===== config.mk =====
export PLATFORM = sky130hd
export DESIGN_NAME = vx_matrix_uop_seq
export DESIGN_NICKNAME = d
export VERILOG_FILES = /design/src/rtl/vx_matrix_uop_seq.sv
export SDC_FILE = /design/constraint.sdc
export NUM_CORES = 1
export LEC_CHECK = 0
export BUFFER_PORTS_ARGS = -buffer_cell sky130_fd_sc_hd__buf_2
export CAP_MARGIN = 20
export CORE_AREA = 2 2 147 149
export CTS_CLUSTER_DIAMETER = 60
export CTS_CLUSTER_SIZE = 40
export DETAILED_ROUTE_END_ITERATION = 7
export DIE_AREA = 0 0 149 151
export GPL_ROUTABILITY_DRIVEN = 1
export SYNTH_ARGS = -nofsm -noshare
export SYNTH_HDL_FRONTEND = slang
export SYNTH_SLANG_ARGS = --single-unit

===== constraint.sdc =====
create_clock -name clk -period 2.88 [get_ports clk]
set_input_delay 0.144 -clock clk [delete_from_list [all_inputs] [get_ports clk]]
set_output_delay 0.144 -clock clk [all_outputs]
set_load 0.01 [all_outputs]

===== src/rtl/vx_matrix_uop_seq.sv =====
// -----------------------------------------------------------------------------
// vx_matrix_uop_seq
//
// Expands one matrix macro-instruction into a stream of scalar micro-ops for a
// single issue slot. MLOAD and MMUL become multi-beat sequences; every other
// m_id passes through as a single micro-op. All register-index arithmetic and
// the op_mod override for MMUL are done here, so the downstream instruction
// buffer only has to store what it receives.
//
// Beat count N and per-beat fields (k = beat index, sums wrap to NR_BITS):
//   NORMAL : N = 1,              rd/rs1/rs2/op_mod unchanged
//   MLOAD  : N = max(row,1),     rd = rd+k, rs1/rs2/op_mod unchanged
//   MMUL   : N = row+1
//            k <  row : rd = rd+k, rs1 = rs1+k, rs2 = rs1+k+row, op_mod = 010
//            k == row : rd = rd,   rs1 = rd,    rs2 = rd+1,      op_mod = 000
//
// Ports
//   clk            clock
//   reset          asynchronous reset, active-low
//   flush          synchronous abort of the sequence in flight
//   in_valid       macro-op valid
//   in_ready       macro-op accepted when in_valid && in_ready
//   in_m_id        matrix instruction id
//   in_row_size    matrix row count
//   in_rd/rs1/rs2  base register indices
//   in_op_mod      op modifier for non-MMUL ops
//   in_meta        opaque payload, captured at accept
//   out_valid      micro-op valid
//   out_ready      downstream ready
//   out_rd/rs1/rs2 micro-op register indices
//   out_op_mod     micro-op modifier
//   out_idx        beat index within the sequence
//   out_last       final beat of the sequence
//   out_meta       captured in_meta, constant across the sequence
//   busy           a sequence is in flight
// -----------------------------------------------------------------------------
module vx_matrix_uop_seq #(
  parameter int         NR_BITS  = 6,
  parameter int         ROW_W    = 4,
  parameter int         META_W   = 64,
  parameter logic [3:0] MLOAD_ID = 4'd1,
  parameter logic [3:0] MMUL_ID  = 4'd3
) (
  input  logic               clk,
  input  logic               reset,
  input  logic               flush,
  input  logic               in_valid,
  output logic               in_ready,
  input  logic [3:0]         in_m_id,
  input  logic [ROW_W-1:0]   in_row_size,
  input  logic [NR_BITS-1:0] in_rd,
  input  logic [NR_BITS-1:0] in_rs1,
  input  logic [NR_BITS-1:0] in_rs2,
  input  logic [2:0]         in_op_mod,
  input  logic [META_W-1:0]  in_meta,
  output logic               out_valid,
  input  logic               out_ready,
  output logic [NR_BITS-1:0] out_rd,
  output logic [NR_BITS-1:0] out_rs1,
  output logic [NR_BITS-1:0] out_rs2,
  output logic [2:0]         out_op_mod,
  output logic [ROW_W-1:0]   out_idx,
  output logic               out_last,
  output logic [META_W-1:0]  out_meta,
  output logic               busy
);

  typedef enum logic {
    S_IDLE,
    S_SEQ
  } state_e;

  typedef enum logic [1:0] {
    K_NORMAL,
    K_MLOAD,
    K_MMUL
  } kind_e;

  // One fully-formed micro-op as presented on the outputs.
  typedef struct packed {
    logic [NR_BITS-1:0] rd;
    logic [NR_BITS-1:0] rs1;
    logic [NR_BITS-1:0] rs2;
    logic [2:0]         op_mod;
    logic               last;
  } beat_t;

  localparam logic [2:0] MMUL_BODY_MOD  = 3'b010;
  localparam logic [2:0] MMUL_FINAL_MOD = 3'b000;

  // Zero-extends (or truncates) a row-sized quantity into register-index width
  // so that index sums wrap modulo 2^NR_BITS.
  function automatic logic [NR_BITS-1:0] to_reg(input logic [ROW_W-1:0] v);
    return NR_BITS'(v);
  endfunction

  // Builds beat k of a macro-op from its captured base fields.
  function automatic beat_t make_beat(
    input kind_e              kind,
    input logic [NR_BITS-1:0] rd,
    input logic [NR_BITS-1:0] rs1,
    input logic [NR_BITS-1:0] rs2,
    input logic [2:0]         op_mod,
    input logic [ROW_W-1:0]   row,
    input logic [ROW_W-1:0]   k
  );
    beat_t b;
    b.rd     = rd;
    b.rs1    = rs1;
    b.rs2    = rs2;
    b.op_mod = op_mod;
    b.last   = 1'b1;
    case (kind)
      K_MLOAD: begin
        b.rd = rd + to_reg(k);
        // row_size 0 still issues one beat, so the last index is 0, not -1.
        b.last = (row == '0) ? (k == '0) : (k == row - ROW_W'(1));
      end
      K_MMUL: begin
        if (k == row) begin
          // Final beat rewrites the accumulator pair from the destination base.
          b.rs1    = rd;
          b.rs2    = rd + NR_BITS'(1);
          b.op_mod = MMUL_FINAL_MOD;
          b.last   = 1'b1;
        end else begin
          b.rd     = rd + to_reg(k);
          b.rs1    = rs1 + to_reg(k);
          b.rs2    = rs1 + to_reg(k) + to_reg(row);
          b.op_mod = MMUL_BODY_MOD;
          b.last   = 1'b0;
        end
      end
      default: ;
    endcase
    return b;
  endfunction

  // Sequencer state and captured macro fields.
  state_e              state_q;
  kind_e               kind_q;
  logic [NR_BITS-1:0]  rd_q;
  logic [NR_BITS-1:0]  rs1_q;
  logic [NR_BITS-1:0]  rs2_q;
  logic [2:0]          op_mod_q;
  logic [ROW_W-1:0]    row_q;
  logic [ROW_W-1:0]    idx_q;
  logic [META_W-1:0]   meta_q;
  beat_t               beat_q;

  // Next-beat candidates.
  kind_e               in_kind_d;
  beat_t               first_beat_d;
  beat_t               next_beat_d;
  logic [ROW_W-1:0]    next_idx_d;

  logic                accept;
  logic                fire;
  logic                advance;
  logic                retire;

  assign out_valid = (state_q == S_SEQ);
  assign busy      = out_valid;

  // A new macro-op may land in the same cycle the last beat of the previous
  // one is consumed, which keeps back-to-back sequences bubble-free.
  assign in_ready = !flush && (!out_valid || (out_ready && beat_q.last));
  assign accept   = in_valid && in_ready;
  assign fire     = out_valid && out_ready;
  assign advance  = fire && !beat_q.last;
  assign retire   = fire && beat_q.last && !accept;

  // NOTE: every variable driven from always_comb gets a default at the top so
  // no path can leave it unassigned and infer a latch.
  always_comb begin
    in_kind_d = K_NORMAL;
    if (in_m_id == MLOAD_ID) begin
      in_kind_d = K_MLOAD;
    end else if (in_m_id == MMUL_ID) begin
      in_kind_d = K_MMUL;
    end
    next_idx_d   = idx_q + ROW_W'(1);
    first_beat_d = make_beat(in_kind_d, in_rd, in_rs1, in_rs2, in_op_mod,
                             in_row_size, '0);
    next_beat_d  = make_beat(kind_q, rd_q, rs1_q, rs2_q, op_mod_q,
                             row_q, next_idx_d);
  end

  // NOTE: sequential state uses non-blocking assignments only, so every
  // register samples the pre-edge values regardless of statement order.
  // Data registers are reset as well so the outputs read as zero after reset.
  always_ff @(posedge clk or negedge reset) begin
    if (!reset) begin
      state_q  <= S_IDLE;
      kind_q   <= K_NORMAL;
      rd_q     <= '0;
      rs1_q    <= '0;
      rs2_q    <= '0;
      op_mod_q <= '0;
      row_q    <= '0;
      idx_q    <= '0;
      meta_q   <= '0;
      beat_q   <= '0;
    end else if (flush) begin
      // The held beat is dropped; payload registers are left as they are.
      state_q <= S_IDLE;
      idx_q   <= '0;
    end else if (accept) begin
      state_q  <= S_SEQ;
      kind_q   <= in_kind_d;
      rd_q     <= in_rd;
      rs1_q    <= in_rs1;
      rs2_q    <= in_rs2;
      op_mod_q <= in_op_mod;
      row_q    <= in_row_size;
      meta_q   <= in_meta;
      idx_q    <= '0;
      beat_q   <= first_beat_d;
    end else if (advance) begin
      idx_q  <= next_idx_d;
      beat_q <= next_beat_d;
    end else if (retire) begin
      state_q <= S_IDLE;
      idx_q   <= '0;
    end
  end

  assign out_rd     = beat_q.rd;
  assign out_rs1    = beat_q.rs1;
  assign out_rs2    = beat_q.rs2;
  assign out_op_mod = beat_q.op_mod;
  assign out_last   = beat_q.last;
  assign out_idx    = idx_q;
  assign out_meta   = meta_q;

endmodule


-- Yosys cells after proc, flatten, opt, wreduce, memory -nomap -nowiden
Cells that the tools add are included.
- $add $sub $neg: 9
- eq/ne operators: 9
- mux-type cells: 22
- bitwise logic cells: 1
- reductions and logical operators: 22
- operators by type and width (operator ; count):
    22-bit two-way mux ; 2
    16-bit two-way mux ; 2
    15-bit two-way mux ; 2
    6-bit by 4-bit adder with 6-bit output ; 4
    4-bit zero test ; 4
    4-bit two-way mux ; 4
    6-bit by 1-bit adder with 6-bit output (second input constant) ; 2
    6-bit case mux with 2 select lines ; 1
    4-bit == test ; 2
    4-bit by 1-bit subtractor with 4-bit output (second input constant) ; 2
    1-bit logical AND ; 7
    1-bit two-way mux ; 6
    6-bit two-way mux ; 1
    2-bit AND reduction ; 3
    4-bit by 1-bit adder with 4-bit output (second input constant) ; 1
    2-bit by 1-bit == test with 1-bit output (second input constant) ; 2
    2-bit == test (second input constant) ; 2
    4-bit by 1-bit == test with 1-bit output (second input constant) ; 1
    4-bit by 2-bit == test with 1-bit output (second input constant) ; 1
    1-bit zero test ; 4
    2-bit two-way mux ; 2
    1-bit case mux with 2 select lines ; 2
    4-bit nonzero test ; 1
    3-bit != test (second input constant) ; 1
    other kinds (4) ; 4
- register bits after elaboration: 118
- bits of input ports: 98
- output and inout bits: 93
- logic and storage cells: 77

-- Longest topological paths before layout
Gate-level depths: netlist of run 1.
- depth after elaboration: 10
- mapped depth: 12
- depth with buffers taken out: 12

-- Worst setup path after synthesis of run 1
Ideal clock, no wire load.
- kind: register to register
- from: reg idx_q[0], in the netlist out_idx[0]
- to: reg beat_q, in the netlist out_rs2[4]
- setup time: 124 ps
- arrival time: 2833 ps
- required time: 2756 ps
- slack: -77 ps
- stages on the path, launching flop included: 11
- path buffers: 0
- cell sequence: dfrtp_1 > ha_1 > inv_1 > fa_1 > inv_1 > fa_1 > a21o_1 > a21oi_1 > xor2_1 > o221ai_1 > a211o_1
- longest elaborated chain between the ends: 7
- elaborated cells between the ends (all ways): 8
- those cells by class: add/sub: 3; eq/ne: 1; mux: 4
- ends and longest elaborated chain (what ; RTL line ; source):
    from (decl) ; 147 ; logic [ROW_W-1:0] idx_q;
    from (signal assigned) ; 220 ; idx_q <= next_idx_d;
    4-bit by 1-bit adder with 4-bit output (*) ; 182 ; next_idx_d = idx_q + ROW_W'(1);
    6-bit by 4-bit adder with 6-bit output (2 in series) ; 129 ; b.rs2 = rs1 + to_reg(k) + to_reg(row);
    16-bit two-way mux (*) ; 120 ; if (k == row) begin
    15-bit two-way mux (*) ; 113 ; case (kind)
    22-bit two-way mux (*) ; 219 ; end else if (advance) begin
    22-bit two-way mux (*) ; 208 ; end else if (accept) begin
    to (signal assigned) ; 218 ; beat_q <= first_beat_d;
    to (signal assigned) ; 221 ; beat_q <= next_beat_d;
    to (decl) ; 149 ; beat_t beat_q;
Mark *: on every way between the ends. The rest lies on a longest branch, timed or not. The select of a mux whose other input is x is not followed.
A chain may end at the register's enable or synchronous reset.

-- Worst setup path in the final report of run 1
Same ends and word-level chain as after synthesis.

==> flow_summary.yaml, run 1 <==
status:
  outcome: "finished clean"
floorplan:
  rows: 53
  core_area_um2: 20800
  floorplan.initialDensity_pct: 29.6
  die_w_um: 149
  io_pins: 191
  dieArea_um2: 22500
  fp.dieH_um: 151
yosys:
  synth_edf_count: 0
  syn_nets: 848
  syn_area_um2: 6170
  avgSynthCellArea_um2: 8.53
  synth_cells: 723
  ys_seq_elements: 118
  synthArstFlopShare_pct: 100
  synth_flop_cell: "dfrtp_1"
  synth_cell_type_count: 60
  seq_area_frac_synth_pct: 47.9
  ys_warn_count: 0
cts:
  cts_inserted_buffers: 17
  clk_pin_slew_worst_paths_ps: 60
  clock-sinks: 118
  clock_path_buffers: 2
  clock_latency_ps: 420
  clockRootBuffer: "clkbuf_16"
  tritoncts: "done"
  htreeDepth: 4
run:
  drv_cap: 0
critical_path:
  crit_type: "register to register"
  cp.arrival_ps: 3070
  slowest_delay_ps: 460
  crit_chain: "ha_4 -> inv_1 -> fa_1 -> xnor2_2 -> ha_1 -> a21o_1 -> a21oi_2 -> xor2_1 -> o221ai_1 -> a211o_1"
  end_kind: "register"
  start_kind: "register"
  crit_slowest_cell: "dfrtp_2"
  critPathMaxFanout: 5
  crit_required_ps: 3180
timing:
  min_period_over_period_pct: 96.3
  setup_violations: 0
  layout_min_cycle_time_ps: 2770
  slew_headroom_pct: 55.8
  worst_slew_pin_slew_ps: 663
  hold_viol: 0
  fin_setup_tns_ps: 0
  skew_ps: 5.59
  drv_slew: 0
  clock.fmax_mhz: 361
global_route:
  grt_max_degree: 88
  grt_pass1_vias: 6149
  grt_first_pass_wirelength_um: 32900
  grt_overflow: 0
  grt_antenna_before_repair: 1
  track_usage_pct: 19.1
route:
  antenna_left: 0
  drcViolationCount: 0
  via_per_inst: 4.81
  routed_wl_um: 21400
  drt_iter0_drc: 385
  vias: 6215
  firstDrtPassIters: 8
  wire_per_inst_um: 16.6
finish:
  drive_gt1_share_pct: 27.4
  fillers: 2100
  syn_to_final_growth_pct: 45.9
  stdcell_area_um2: 9000
  final_nets: 1128
  utilization_pct: 43.2
  stdcell_count: 1291
placed_design:
  io_buffers: 190
  dp_hpwl_um: 14600
  placed_cells: 1180
  gp_congestion: 0.860
  dpl_cell_area_um2: 7580
power:
  ir_drop_mv: 0.323
  p_leak_nw: 4.59
  total_power_mw: 5.62
  powerDensity_nw_per_um2: 625
min_path:
  min_path_type: "primary input to register"
routing by layer:
metal  vias up  wire, um  track usage (%)
li1       2968         -                -
met1      2933      9340             25.2
met2       270      9790             29.3
met3        44      1590             5.00
met4         0       684             8.81
met5         -         0                0
worst paths after layout:
| check | startpoint | end | slack [ps] | depth (start not counted) |
|---|---|---|---|---|
| worst min register to register | out_meta[28]$_DFFE_PN0P_ | out_meta[28]$_DFFE_PN0P_ | 460 | 2 |
| min in group asynchronous | reset | out_meta[3]$_DFFE_PN0P_ | 290 | 2 |
| worst max register to register | out_idx[0]$_DFFE_PN0P_ | out_rs2[4]$_DFFE_PN0P_ | 110 | 10 |
| worst max-delay path | out_idx[0]$_DFFE_PN0P_ | out_rs2[4]$_DFFE_PN0P_ | 110 | 10 |
| worst min-delay path | in_valid | busy$_DFFE_PN0P_ | 20 | 3 |
| max in group asynchronous | reset | out_meta[62]$_DFFE_PN0P_ | 1840 | 3 |
state kept, by name, indices dropped and copies added, names as in the netlist, 2 cells and up:
name	count
out_meta	64
out_rd	6
out_rs1	6
out_rs2	6
rd_q	6
rs1_q	6
rs2_q	6
out_idx	4
row_q	4
op_mod_q	3
out_op_mod	3
kind_q	2
layout by cell type, fill, tap and decap left out, drive strengths merged, types with 8 or more instances in the layout:
cell	synthesis	final
a21oi	30	30
buf	5	219
clkbuf	31	20
dfrtp	118	118
dlygate4sd3	0	78
ha	23	23
inv	27	28
nand2	285	285
nand3	10	10
nor2	23	23
nor3	8	8
o21ai	40	40
xnor2	14	14
xor2	15	15
cells in the mapped netlist, types with 2 or more instances:
library cell | n | share of area (%)
buf_1 | 2 | 0.12
xor2_1 | 14 | 2.0
nor3_1 | 8 | 0.65
and3_1 | 5 | 0.51
a311o_1 | 3 | 0.49
or4_1 | 3 | 0.37
nand3_1 | 10 | 0.81
o311ai_0 | 2 | 0.28
inv_1 | 27 | 1.6
o2111ai_1 | 3 | 0.43
and2_1 | 2 | 0.20
o22a_1 | 2 | 0.28
a211oi_1 | 3 | 0.37
o221ai_1 | 2 | 0.28
a211o_1 | 3 | 0.43
o21ai_0 | 40 | 3.2
dfrtp_1 | 118 | 48
nand2b_1 | 2 | 0.20
a221o_1 | 5 | 0.81
clkbuf_1 | 30 | 1.8
or3_1 | 2 | 0.20
fa_1 | 4 | 1.3
xnor2_1 | 14 | 2.0
o21bai_1 | 2 | 0.24
buf_4 | 2 | 0.24
o211ai_1 | 2 | 0.24
nor4_1 | 3 | 0.30
mux2_2 | 7 | 1.3
a21oi_1 | 30 | 2.4
o22ai_1 | 6 | 0.61
ha_1 | 23 | 4.7
nor2_1 | 23 | 1.4
nand2_1 | 284 | 17
nor3b_1 | 3 | 0.37
a31oi_1 | 7 | 0.71
a21o_1 | 2 | 0.24
a21boi_0 | 2 | 0.24
logic make-up (layout without fill, tap and decap cells):
family / count (synthesis) / after routing / share of synthesized area (%)
and+or+nand+nor: 353 / 353 / 23.4
AOI/OAI and AO/OA: 125 / 125 / 12.9
DFF: 118 / 118 / 47.9
buffers and inverters: 63 / 355 / 4.14
xor gates and xnor gates: 29 / 29 / 4.24
adders and majority gates: 27 / 27 / 5.96
muxes: 8 / 8 / 1.44
other: 0 / 1 / 0
worst max-delay path: cells and delay by family, from the launching register on:
| family | cells | cell delay [ps] |
|---|---|---|
| AOI/OAI and AO/OA | 4 | 770 |
| xor gates and xnor gates | 2 | 370 |
| DFF | 1 | 460 |
| buffers and inverters | 1 | 60 |
| adders and majority gates | 3 | 1020 |
power breakdown:
part / total (mW) / internal (mW) / switching [mW] / leakage, nW
sequential: 2.14 / 1.94 / 0.207 / 1.46
combinational: 1.45 / 0.647 / 0.803 / 2.86
clock: 2.03 / 1.23 / 0.803 / 0.268
total: 5.62 / 3.81 / 1.81 / 4.59
stage by stage:
| step | hold WS [ps] | worst slack [ps] |
|---|---|---|
| after global routing | 19.0 | -15.3 |
| after detailed placement | 214 | 17.8 |
| final | 21.2 | 106 |
| after CTS | 3.01 | 0.345 |
| after floorplan | -152 | 2.71 |
| after global placement | 215 | 56.7 |
timing repair:
item	4_1_cts	5_1_grt
hold buffers	78	0
endpoints found under the hold margin	123	0
gates resized for setup	0	14
setup endpoints to repair	0	3
buffers inserted	0	1
final cells by class:
class                   instances  area, um2  area share, %
well taps                     275        344           3.82
flip-flops and latches        118       2950           32.8
clock buffers                  20        457           5.08
diodes                          1       2.50         0.0278
repair buffers                297       1980           22.0
inverters                      27        101           1.13
multi-input cells             542       3060           34.0
clock inverters                11        103           1.14
Note: power is estimated with default switching activity, not from simulation.
==> run 2: changes to the inputs <==
Settings changed: PLACE_DENSITY_LB_ADDON from default to 0.08.
==> flow_summary.yaml, run 2 (synthesis results as in run 1) <==
status:
  outcome: "finished clean"
critical_path:
  critPathMaxFanout: 6
  crit_chain: "ha_4 -> inv_1 -> fa_2 -> inv_1 -> fa_2 -> a21o_1 -> a21oi_2 -> xor2_1 -> o221ai_1 -> a211o_1"
  reg2regPathDepth: 10
  path_delay_family: "adder cells"
  end_kind: "register"
  cp.arrival_ps: 3070
  reg2reg_slack_ps: 120
  start_kind: "register"
  r2r_end: "out_rs2[4]$_DFFE_PN0P_"
  slowest_delay_ps: 540
  crit_slowest_cell: "fa_2"
  reg2reg_from: "out_idx[0]$_DFFE_PN0P_"
  crit_required_ps: 3180
  crit_type: "register to register"
  critPathBufInv: 2
power:
  power.internal_mw: 3.91
  seqPwrFrac_pct: 37.0
  pwr-share-clk_pct: 37.8
  p_leak_nw: 4.63
  powerDensity_nw_per_um2: 636
  sw_frac_of_total_pct: 32.3
  p_switching_mw: 1.86
  ir_drop_mv: 0.404
  combinationalPowerShare_pct: 25.1
floorplan:
  die_w_um: 149
  dieArea_um2: 22500
  floorplan.initialDensity_pct: 29.6
  io_pins: 191
  fp.dieH_um: 151
  core_area_um2: 20800
  rows: 53
route:
  met3_length_um: 1460
  antenna_left: 0
  via_per_inst: 4.62
  highest_layer: "met4"
  routed_wl_um: 21300
  drcViolationCount: 0
  drt-met1-wl_um: 9930
  vias: 5986
  wl_met2_um: 9650
  firstDrtPassIters: 4
  wire_per_inst_um: 16.4
  drt_iter0_drc: 340
finish:
  diodes: 0
  final_nets: 1133
  stdcell_count: 1296
  stdcell_area_um2: 9080
  largest_reg_flops: 64
  syn_to_final_growth_pct: 47.2
  final_common_cell: "nand2_1"
  most-common-layout-cells: "nand2_1, buf_2, dfrtp_1"
  drive_gt1_share_pct: 27.6
timing:
  clock.fmax_mhz: 362
  hold_viol: 0
  slew_headroom_pct: 44.7
  rsz0062_at_grt: "false"
  drv_slew: 0
  min_period_over_period_pct: 96.0
  setup_violations: 0
  skew_ps: 6.42
  layout_min_cycle_time_ps: 2760
  holdWs_ps: 29.6
  worst_slew_pin_slew_ps: 829
min_path:
  holdCritStartpoint: "in_rs1[1]"
  min_path_type: "primary input to register"
  min_path_cells: 3
  min_to: "rs1_q[1]$_DFFE_PN0P_"
global_route:
  grt_overflow: 0
  grt_first_pass_wirelength_um: 33600
  grt_pass1_vias: 6022
  grt_antenna_before_repair: 0
  grt_max_degree: 69
  track_usage_pct: 19.5
placed_design:
  placed_cells: 1182
  dp_hpwl_um: 15300
  io_buffers: 190
  gp_congestion: 0.804
  dpl_cell_area_um2: 7590
cts:
  cts_inserted_buffers: 17
  clk_pin_slew_worst_paths_ps: 60
  tritoncts: "done"
  clock_path_buffers: 2
  clock_latency_ps: 420
  htreeDepth: 4
  clock-sinks: 118
  clockRootBuffer: "clkbuf_16"
run:
  drv_cap: 0
run 2: worst max-delay path by stage:
stage                            from                endpoint  slack [ps]  depth (start not counted)
4_1_cts        out_idx[0]$_DFFE_PN0P_  out_rs2[4]$_DFFE_PN0P_           2                         10
5_1_grt        out_idx[0]$_DFFE_PN0P_  out_rs2[4]$_DFFE_PN0P_        0.05                         11
3_3_place_gp   out_idx[0]$_DFFE_PN0P_  out_rs2[4]$_DFFE_PN0P_          40                         10
3_5_place_dp   out_idx[0]$_DFFE_PN0P_  out_rs2[5]$_DFFE_PN0P_          -6                         11
6_report       out_idx[0]$_DFFE_PN0P_  out_rs2[4]$_DFFE_PN0P_         120                         10
2_1_floorplan  out_idx[0]$_DFFE_PN0P_  out_rs2[4]$_DFFE_PN0P_           3                         10
run 2: worst min-delay path: cells and delay by family:
family	cells	cell delay, ps
buf+inv	1	140
simple gates	1	60
compound gates	1	60
run 2: per-layer routing:
metal / global-route usage (%) / up-vias
li1: - / 2983
met1: 26.8 / 2810
met4: 5.33 / 0
met5: 0 / -
met3: 5.57 / 12
met2: 30.2 / 181
run 2: repair_timing:
item                       in CTS  in global routing
setup endpoints to repair       2                  4
gates cloned                    0                  0
hold buffers                   81                  0
pin swaps                       0                  2
setup buffers                   0                  1
gates resized for setup         1                 11
hold endpoints to repair      103                  0
run 2: power groups by stage:
stage	Sequential [mW]	Combinational, mW	Clock (mW)
after floorplan	2.22	0.646	0
after global placement	2.16	1.34	0
after CTS	2.13	1.43	2.24
after global routing	2.18	1.63	2.33
after detailed placement	2.15	1.34	0
final	2.14	1.45	2.18
run 2: through the flow:
step                TNS [ps]  total power, mW  setup slack (ps)  util [%]
floorplan                  0             2.87              2.71         -
CTS                        0             5.81              1.80      43.3
detailed placement     -10.0             3.50             -5.92      36.5
global placement           0             3.51              36.6      36.5
finish                     0             5.77               116      43.6
global route               0             6.14            0.0513      43.6
run 2: layout make-up:
class / count / area [um2]
multi-input combinational: 542 / 3060
fill: 2121 / 11700
clock inverter: 14 / 161
timing repair buffer: 302 / 2020
inverter: 27 / 101
sequential: 118 / 2950
tap: 275 / 344
clock buffer: 18 / 439
==> run 3: changes to the inputs <==
Settings changed: CAP_MARGIN 20 to 15, CTS_BUF_LIST from default to sky130_fd_sc_hd__clkbuf_16.
==> flow_summary.yaml, run 3 (synthesis results as in run 1) <==
critical_path:
  worstSetupStartpoint: "out_idx[0]$_DFFE_PN0P_"
  start_kind: "register"
  crit_type: "register to register"
  r2r_end: "out_rs2[4]$_DFFE_PN0P_"
  reg2reg_from: "out_idx[0]$_DFFE_PN0P_"
  reg2reg_slack_ps: 130
  crit_chain: "ha_4 -> inv_1 -> fa_2 -> inv_1 -> fa_2 -> a21o_1 -> a21oi_2 -> xor2_1 -> o221ai_1 -> a211o_1"
  critPathMaxFanout: 6
  crit_slowest_cell: "fa_2"
  crit_required_ps: 3190
  critPathBufInv: 2
  reg2regPathDepth: 10
  path_delay_family: "adder cells"
  cp.arrival_ps: 3060
  end_kind: "register"
  slowest_delay_ps: 540
timing:
  drv_slew: 0
  slew_headroom_pct: 46.0
  clock.fmax_mhz: 363
  rsz0062_at_grt: "false"
  skew_ps: 10.1
  setup_violations: 0
  min_period_over_period_pct: 95.6
  worst_slew_pin_slew_ps: 810
  layout_min_cycle_time_ps: 2750
  holdWs_ps: 24.5
  fin_setup_tns_ps: 0
  hold_viol: 0
finish:
  largest_reg_flops: 64
  drive_gt1_share_pct: 27.5
  diodes: 0
  final_common_cell: "nand2_1"
  most-common-layout-cells: "nand2_1, buf_2, dfrtp_1"
  stdcell_area_um2: 9070
  fillers: 2123
  utilization_pct: 43.5
  final_nets: 1133
  syn_to_final_growth_pct: 47.0
cts:
  clk_pin_slew_worst_paths_ps: 60
  htreeDepth: 4
  cts_inserted_buffers: 17
  clock_path_buffers: 2
  clock-sinks: 118
  clock_latency_ps: 420
  tritoncts: "done"
  clockRootBuffer: "clkbuf_16"
route:
  wire_per_inst_um: 16.4
  antenna_left: 0
  firstDrtPassIters: 4
  drt_iter0_drc: 344
  via_per_inst: 4.64
  routed_wl_um: 21300
  vias: 6016
  drcViolationCount: 0
global_route:
  top_usage_layer: "met2"
  grt_pass1_vias: 6026
  grt_first_pass_wirelength_um: 33600
  use_met1_pct: 26.8
  grt_max_degree: 69
  met3_usage_pct: 5.57
  track_usage_pct: 19.5
  grt_overflow: 0
  grt_use_met2_pct: 30.2
  grt_antenna_before_repair: 0
floorplan:
  fp.dieH_um: 151
  core_area_um2: 20800
  io_pins: 191
  die_w_um: 149
  floorplan.initialDensity_pct: 29.6
  dieArea_um2: 22500
  rows: 53
power:
  power.internal_mw: 3.88
  seqPwrFrac_pct: 37.2
  total_power_mw: 5.74
  pwr-share-clk_pct: 37.6
  p_leak_nw: 4.63
  sw_frac_of_total_pct: 32.4
  p_switching_mw: 1.86
  combinationalPowerShare_pct: 25.2
  powerDensity_nw_per_um2: 633
  ir_drop_mv: 0.405
run:
  drv_cap: 0
min_path:
  min_to: "rs1_q[1]$_DFFE_PN0P_"
  min_path_type: "primary input to register"
  holdCritStartpoint: "in_rs1[1]"
  min_path_cells: 3
status:
  outcome: "finished clean"
placed_design:
  dp_hpwl_um: 15300
  gp_congestion: 0.804
  io_buffers: 190
  dpl_cell_area_um2: 7590
[run 3: how the worst max path moves through the flow]
stage	endpoint	depth (start not counted)
floorplan	out_rs2[4]$_DFFE_PN0P_	10
global placement	out_rs2[4]$_DFFE_PN0P_	10
detailed placement	out_rs2[5]$_DFFE_PN0P_	11
CTS	out_rs2[4]$_DFFE_PN0P_	10
global route	out_rs2[4]$_DFFE_PN0P_	11
finish	out_rs2[4]$_DFFE_PN0P_	10
[run 3: metrics by stage]
step	setup slack (ps)	instances
2_1_floorplan	2.71	723
3_3_place_gp	36.6	1182
3_5_place_dp	-5.92	1182
4_1_cts	1.80	1295
5_1_grt	0.0488	1296
6_report	126	1296
[run 3: what timing repair did]
item                                    4_1_cts  5_1_grt
pin swaps                                     0        2
resized for setup                             1       11
buffers inserted                              0        1
hold endpoints to repair                    103        0
endpoints found under the setup margin        2        4
hold buffers                                 81        0
[run 3: worst min-delay path, cell delays in order]
cell and delay, ps:
buf_2 140, nand2_1 60, o21ai_0 60
[run 3: layout make-up]
type	instances	area (um2)	area share, %
repair buffers	302	2020	22.3
flip-flops and latches	118	2950	32.6
multi-input cells	542	3060	33.7
clock inverters	15	165	1.82
inverters	27	101	1.12
well taps	275	344	3.79
clock buffers	17	425	4.69
[run 3: layer usage]
| metal | vias up | routed length, um |
|---|---|---|
| met5 | - | 0 |
| met4 | 0 | 183 |
| met3 | 9 | 1460 |
| met2 | 179 | 9760 |
| met1 | 2841 | 9860 |
| li1 | 2987 | - |
[run 3: power groups by stage]
stage / combinational [mW] / clock (mW) / sequential (mW)
floorplan: 0.646 / 0 / 2.22
global placement: 1.34 / 0 / 2.16
detailed placement: 1.34 / 0 / 2.15
CTS: 1.43 / 2.21 / 2.13
global route: 1.63 / 2.30 / 2.18
finish: 1.45 / 2.16 / 2.14
